**config.mk**
```make
export PLATFORM = sky130hd
export DESIGN_NAME = game_state_fsm
export DESIGN_NICKNAME = d
export VERILOG_FILES = /design/src/rtl/fish_game_pkg.sv /design/src/rtl/rising_edge_detect.sv /design/src/rtl/game_state_fsm.sv
export SDC_FILE = /design/constraint.sdc
export NUM_CORES = 1
export LEC_CHECK = 0
export ABC_AREA = 1
export CORE_MARGIN = 8
export CORE_UTILIZATION = 45
export DETAILED_ROUTE_END_ITERATION = 10
export HOLD_SLACK_MARGIN = 0.03
export PLACE_DENSITY_LB_ADDON = 0.1
export SKIP_CTS_REPAIR_TIMING = 1
export SLEW_MARGIN = 30
export SYNTH_ARGS = -nofsm -noshare
export SYNTH_HDL_FRONTEND = slang
export SYNTH_HIERARCHICAL = 1
export SYNTH_SLANG_ARGS = --single-unit
```
**constraint.sdc**
```tcl
create_clock -name clk -period 2.8 [get_ports clk]
set_clock_uncertainty 0.1 [all_clocks]
set_input_delay 0.84 -clock clk [delete_from_list [all_inputs] [get_ports clk]]
set_output_delay 0.84 -clock clk [all_outputs]
set_load 0.02 [all_outputs]
```
**src/rtl/fish_game_pkg.sv**
```systemverilog
// Shared types and defaults for the fish game sequencer.
package fish_game_pkg;

    typedef enum logic [1:0] {
        START_MENU  = 2'd0,
        BASE_PLAY   = 2'd1,
        LINE_REEL   = 2'd2,
        GAME_FINISH = 2'd3
    } game_state_e;

    localparam int unsigned SCORE_W               = 16;
    localparam int unsigned DEFAULT_GAME_SECONDS  = 60;
    localparam int unsigned DEFAULT_TICKS_PER_SEC = 50;

endpackage

```
**src/rtl/rising_edge_detect.sv**
```systemverilog
// Rising-edge detector with a configurable reset value for the previous-sample register.
module rising_edge_detect #(
    parameter bit PrevRst = 1'b1
) (
    input  logic clk,
    input  logic rst,
    input  logic sig_i,
    output logic rise_o
);

    logic prev_q;

    always_ff @(posedge clk or negedge rst) begin
        if (!rst) begin
            prev_q <= PrevRst;
        end else begin
            prev_q <= sig_i;
        end
    end

    assign rise_o = sig_i & ~prev_q;

endmodule

```
**src/rtl/game_state_fsm.sv**
```systemverilog
// Top-level game sequencer: one-hot phase outputs, round countdown and optional best score.
// Optional feature: define HIGH_SCORE_EN to track the best score across rounds.
module game_state_fsm
    import fish_game_pkg::*;
#(
    parameter int unsigned GAME_SECONDS  = DEFAULT_GAME_SECONDS,
    parameter int unsigned TICKS_PER_SEC = DEFAULT_TICKS_PER_SEC,
    parameter int unsigned TW            = 8
) (
    input  logic               clk,
    input  logic               rst,
    input  logic               start,
    input  logic               quit,
    input  logic               fish_hooked,
    input  logic               fish_caught_lost,
    input  logic [SCORE_W-1:0] score,
    output logic               q_start_menu,
    output logic               q_base_play,
    output logic               q_line_reel,
    output logic               q_game_finish,
    output logic [TW-1:0]      time_left,
    output logic [SCORE_W-1:0] high_score
);

    localparam int unsigned TickW = (TICKS_PER_SEC > 1) ? $clog2(TICKS_PER_SEC) : 1;
    localparam logic [TickW-1:0] TickLast = TickW'(TICKS_PER_SEC - 1);
    localparam logic [TW-1:0]    GameSecs = TW'(GAME_SECONDS);

    game_state_e       state_q, state_d;
    logic [TickW-1:0]  tick_q, tick_d;
    logic [TW-1:0]     time_q, time_d;
    logic              start_rise, quit_rise;
    logic              tick_last, timeout;

    // Prev registers reset high so a button held through reset yields no edge.
    rising_edge_detect #(
        .PrevRst (1'b1)
    ) u_start_edge (
        .clk    (clk),
        .rst    (rst),
        .sig_i  (start),
        .rise_o (start_rise)
    );

    rising_edge_detect #(
        .PrevRst (1'b1)
    ) u_quit_edge (
        .clk    (clk),
        .rst    (rst),
        .sig_i  (quit),
        .rise_o (quit_rise)
    );

    assign tick_last = (tick_q == TickLast);
    assign timeout   = (tick_last && (time_q == TW'(1))) || (time_q == '0);

    always_comb begin
        state_d = state_q;
        tick_d  = tick_q;
        time_d  = time_q;
        unique case (state_q)
            START_MENU: begin
                if (start_rise) begin
                    state_d = BASE_PLAY;
                    time_d  = GameSecs;
                    tick_d  = '0;
                end
            end
            BASE_PLAY: begin
                if (tick_last) begin
                    tick_d = '0;
                    time_d = (time_q == '0) ? '0 : time_q - TW'(1);
                end else begin
                    tick_d = tick_q + TickW'(1);
                end
                if (quit_rise || timeout) begin
                    state_d = GAME_FINISH;
                end else if (fish_hooked) begin
                    state_d = LINE_REEL;
                end
            end
            LINE_REEL: begin
                // Timer frozen so a hooked fish always resolves; hooked wins a clash.
                if (quit_rise) begin
                    state_d = GAME_FINISH;
                end else if (fish_caught_lost && !fish_hooked) begin
                    state_d = BASE_PLAY;
                end
            end
            GAME_FINISH: begin
                if (start_rise) begin
                    state_d = START_MENU;
                    time_d  = GameSecs;
                end
            end
            default: state_d = START_MENU;
        endcase
    end

    always_ff @(posedge clk or negedge rst) begin
        if (!rst) begin
            state_q <= START_MENU;
            tick_q  <= '0;
            time_q  <= GameSecs;
        end else begin
            state_q <= state_d;
            tick_q  <= tick_d;
            time_q  <= time_d;
        end
    end

    assign q_start_menu  = (state_q == START_MENU);
    assign q_base_play   = (state_q == BASE_PLAY);
    assign q_line_reel   = (state_q == LINE_REEL);
    assign q_game_finish = (state_q == GAME_FINISH);
    assign time_left     = time_q;

`ifdef HIGH_SCORE_EN
    logic [SCORE_W-1:0] hs_q, hs_d;

    // Score is sampled on the edge that enters GAME_FINISH.
    always_comb begin
        hs_d = hs_q;
        if ((state_d == GAME_FINISH) && (state_q != GAME_FINISH) && (score > hs_q)) begin
            hs_d = score;
        end
    end

    always_ff @(posedge clk or negedge rst) begin
        if (!rst) begin
            hs_q <= '0;
        end else begin
            hs_q <= hs_d;
        end
    end

    assign high_score = hs_q;
`else
    logic unused_score;
    assign unused_score = ^score;
    assign high_score   = '0;
`endif

endmodule

```
# ---- Word-level counts from Yosys, hierarchy flattened
# Index checks and enable logic that the tools add are counted.
dict set report totals {
  regBits 18
  in_bits 22
  out_inout_bits 28
  word_cells 49
}
dict set report classes {
  addsub 2
  eq_ne 11
  n_mux 14
  n_bitwise 4
  n_reduce_logical 13
}
# op count
set op_table {}
lappend op_table {{$mux 8} 3}
lappend op_table {{$pmux 8 s2} 1}
lappend op_table {{$mux 2} 6}
lappend op_table {{$mux 6} 2}
lappend op_table {{$pmux 6 s2} 1}
lappend op_table {{$eq 8x1->1 const B} 1}
lappend op_table {{$logic_not 8->1} 1}
lappend op_table {{$ne 2x1->1 const B} 4}
lappend op_table {{$pmux 2 s4} 1}
lappend op_table {{$sub 8x1->8 const B} 1}
lappend op_table {{$add 6x1->6 const B} 1}
lappend op_table {{$eq 6x6->1 const B} 1}
lappend op_table {{$eq 2x2->1 const B} 2}
lappend op_table {{$reduce_and 4->1} 1}
lappend op_table {{$reduce_bool 2->1} 2}
lappend op_table {{$ne 3x1->1 const B} 1}
lappend op_table {{$ne 3x2->1 const B} 1}
lappend op_table {{$reduce_and 3->1} 1}
lappend op_table {{$and 1x1->1} 2}
lappend op_table {{$eq 2x1->1 const B} 1}
lappend op_table {{$logic_and 1x1->1} 2}
lappend op_table {{$logic_not 2->1} 1}
lappend op_table {{$logic_or 1x1->1} 2}
lappend op_table {{$not 1->1} 2}
lappend op_table {{other kinds (3)} 3}

# ---- Depth between registers and ports, before layout
dict set report depth {
  depth_word 6
  ltp_mapped 10
}

# ---- Cells and area by module
# The synthesis kept the hierarchy.
# module n_inst cells_each area_per_inst_um2 seq_area_each_um2
set by_module_without_submodules {}
lappend by_module_without_submodules {game_state_fsm 1 170 1263.7 405.4}
lappend by_module_without_submodules {rising_edge_detect 2 3 36.3 26.3}

# ---- Least setup slack after synthesis
# OpenSTA, ideal clock, no wires.
dict set report synth_path {
  path_kind {register -> output}
  start {register state_q[0]}
  end {output port q_start_menu}
  t_arrival_ns 0.868
  required_time_ns 1.860
  path_slack_ns 0.992
  stages_incl_launch_ff 3
  path_buffers 0
  path_cell_list {dfrtp_1 -> inv_1 -> ha_1}
}
dict set report synth_between {
  elab_chain_len 1
}
# element line
set synth_lines {}
lappend synth_lines {{start, declared} game_state_fsm.sv:29} ;# game_state_e state_q, state_d;
lappend synth_lines {{start signal, assigned} game_state_fsm.sv:106} ;# state_q <= state_d;
lappend synth_lines {{$logic_not 2->1} game_state_fsm.sv:112} ;# assign q_start_menu = (state_q == START_MENU);
lappend synth_lines {{end, declared} game_state_fsm.sv:17} ;# output logic q_start_menu,
# No other way between the ends.

# ---- Worst setup path in the final report
dict set report layout_path {
  start {register state_q[1]}
  end {output port q_base_play}
}
dict set report layout_between {
  elab_chain_len 1
}
# element line
set layout_lines {}
lappend layout_lines {{$eq 2x1->1} game_state_fsm.sv:113} ;# assign q_base_play = (state_q == BASE_PLAY);
lappend layout_lines {{end, declared} game_state_fsm.sv:18} ;# output logic q_base_play,
# No other way between the ends.

==> out/summary.txt <==
Buf+Inv Stages, Crit Path: 2
Placed cell count: 224
Vias per cell: 4.61
RePlAce Congestion: 0.801
CTS buffer count: 3
Initial antenna violation count: 0
Crit path capture: q_base_play
Root Buffer: clkbuf_4
Capturing point of the worst reg2reg path: tick_q[4]
GRT overflow: 0
Die area: 4970 um2
Final std cells w/o fill: 228
Critical path startpoint: state_q[1]
Synth Register Bits: 18
DRC Markers: 0
1st-pass router iterations: 4
Flop-to-flop setup slack: 1.02 ns
Setup_tns: 0 ns
Clk pin slew, worst setup/hold paths: 0.09 ns
Final ANT Viol Nets: 0
Routed metal-1 wire length: 1100 um
Worst Path Class, Setup: reg2out
Crit path arrival time: 1.74 ns
Die height: 70.5 um
Hold crit path type: reg2reg
Outcome: finished, final reports clean
Top Layer Used: met4
Port bufs: 17
Critical Path RT: 1.86 ns
FP Rows: 19
Core Area: 2780 um2
Mapped Area: 1340 um2
Syn Area/Cell: 7.59 um2
Total track usage: 10.4%
Vias in the first global route: 1027
WL met3: 200 um
Routed wl met2: 1240 um
Antenna cells: 0
WL/cell: 11.2 um
Initial core utilization: 48.0%
Hpwl dp: 2120 um
Reg area: 458 um2
Seq/Total Area, Yosys: 34.3%
Max-slew violation count: 0
Share of cells above drive strength 1: 13.2%
Die X: 70.5 um
Clk sinks: 18
Max cap viols: 0
Max stage delay on crit path: 0.63 ns
Slowest cell on crit path: clkdlybuf4s50_1
Wirelength, routed: 2550 um
Final setup violation count: 0
FMAX: 373 MHz
Yosys top cell by area: dfrtp_1
Largest net degree at the start of global routing: 19
Setup WS pre-CTS: 0.326 ns
Worst-Skew Late Latency: 0.29 ns
RSZ-0062 raised after global routing: no
R2r worst-path depth: 9
Crit path launch type: flip-flop
Fin crit share: 95.9%
Clk buf depth: 2
Cells after Synth: 176
Hold Violations, Final: 0
Peak supply drop: 818 uV
Top delay family on crit path: buffers and inverters
Critical Path End Type: output pin
Warnings from Yosys: 6
Final min period: 2.68 ns
I/O pins: 50
Multi-input logic area: 716 um2
Initial DRC count: 54
TritonCTS clock tree: built
Nets: 230
Critical-path cell list: inv_1 > ha_1 > clkdlybuf4s50_1
Via count: 1052
Cell depth of the worst setup path: 3
CTS H-tree lvls: 1
Final worst slack: 0.116 ns
Synth unique cells: 29
Crit-path max FO: 7
First-pass GRT wire length: 4360 um
Leakage: 0.752 nW
Top cell type's share of synthesized area: 22.5%
Filler cells: 271
Area contributors post-synth: dfrtp_1 (22%), nand2_1 (13%), dfstp_2 (12%), ha_1 (9.4%), buf_4 (9.0%)
Worst r2r src: state_q[1]
Synth-to-Final Area Change: 13.8%
Pwr dens: 1120 nW/um2
## cell usage after synthesis
cell,instances
buf_4,16
o21ai_0,8
a21oi_1,3
nand3b_1,1
ha_1,10
nor2_1,14
conb_1,1
o22ai_1,2
nand3_1,7
nand4_1,1
nand2_2,1
dfstp_2,6
nor2_2,5
nor3_2,1
xnor2_1,2
o21ai_2,1
nand3_2,1
xor2_1,2
o211ai_1,1
inv_1,25
a21oi_4,1
mux2i_1,1
dfrtp_1,12
a31oi_1,1
nor3b_2,1
inv_2,2
nor3_1,2
nand2_1,46
nor2_4,2
## power by group
part / internal, mW / switching, mW
sequential: 0.388 / 0.113
combinational: 0.428 / 0.650
clock: 0.0554 / 0.0755
total: 0.872 / 0.838
## per-stage QoR
| stage | power [mW] | instance area (um2) | hold WS [ns] | util [%] |
|---|---|---|---|---|
| 6_report | 1.71 | 1520 | 0.398 | 54.7 |
| 5_1_grt | 1.88 | 1520 | 0.410 | 54.7 |
| 4_1_cts | 1.73 | 1520 | 0.402 | 54.5 |
| 3_5_place_dp | 1.59 | 1490 | 0.382 | 53.5 |
| 3_3_place_gp | 1.57 | 1490 | 0.380 | 53.5 |
| 2_1_floorplan | 1.27 | 1390 | 0.403 | - |
## cell families (layout without fill, tap and decap cells)
logic type | after synthesis | count (layout) | share of synthesized area (%)
other cells | 1 | 16 | 0.281
flops | 18 | 18 | 34.3
buf+inv | 43 | 49 | 16.6
compound gates | 17 | 17 | 7.96
simple gates | 82 | 82 | 28.2
fa+ha+maj | 10 | 10 | 9.36
xor+xnor | 4 | 4 | 2.62
mux | 1 | 1 | 0.749
## area by class of cell
class	instances	area share [%]
clock buffers	4	1.73
repair buffers	18	11.9
multi-input cells	130	47.1
flip-flops and latches	18	30.1
inverters	27	6.67
well taps	31	2.55
## registers in the layout (all words and copies together) (netlist names)
| register | flops |
|---|---|
| state_q | 2 |
| u_quit_edge/prev_q | 1 |
| tick_q | 6 |
| u_start_edge/prev_q | 1 |
| time_left | 8 |
## metal layers
layer / GRT usage, % / vias up
met4: 2.01 / 0
met3: 5.23 / 2
li1: - / 552
met5: 0 / -
met2: 16.8 / 24
met1: 12.1 / 474
## worst min-delay path, delay by kind of cell (launching register included)
kind | cells | cell delay, ns
and+or+nand+nor | 2 | 0.11
DFF | 1 | 0.39
## cell usage in the layout, fill, tap and decap left out, types with 5 or more instances in the layout
master / n
inv_1: 25
nor2_2: 5
o21ai_0: 8
nor2_1: 14
ha_1: 9
dfstp_2: 6
nand3_1: 7
clkdlybuf4s50_1: 16
conb_1: 16
dfrtp_1: 12
nand2_1: 46
## worst min path at each step
stage | startpoint | to | slack (ns) | depth (start not counted)
3_3_place_gp | time_left[1] | time_left[1] | 0.38 | 2
6_report | time_left[4] | time_left[4] | 0.40 | 2
5_1_grt | time_left[4] | time_left[4] | 0.41 | 2
2_1_floorplan | tick_q[0] | tick_q[0] | 0.40 | 1
4_1_cts | time_left[4] | time_left[4] | 0.40 | 2
3_5_place_dp | time_left[4] | time_left[4] | 0.38 | 2
Note: power is estimated with default switching activity, not from simulation.
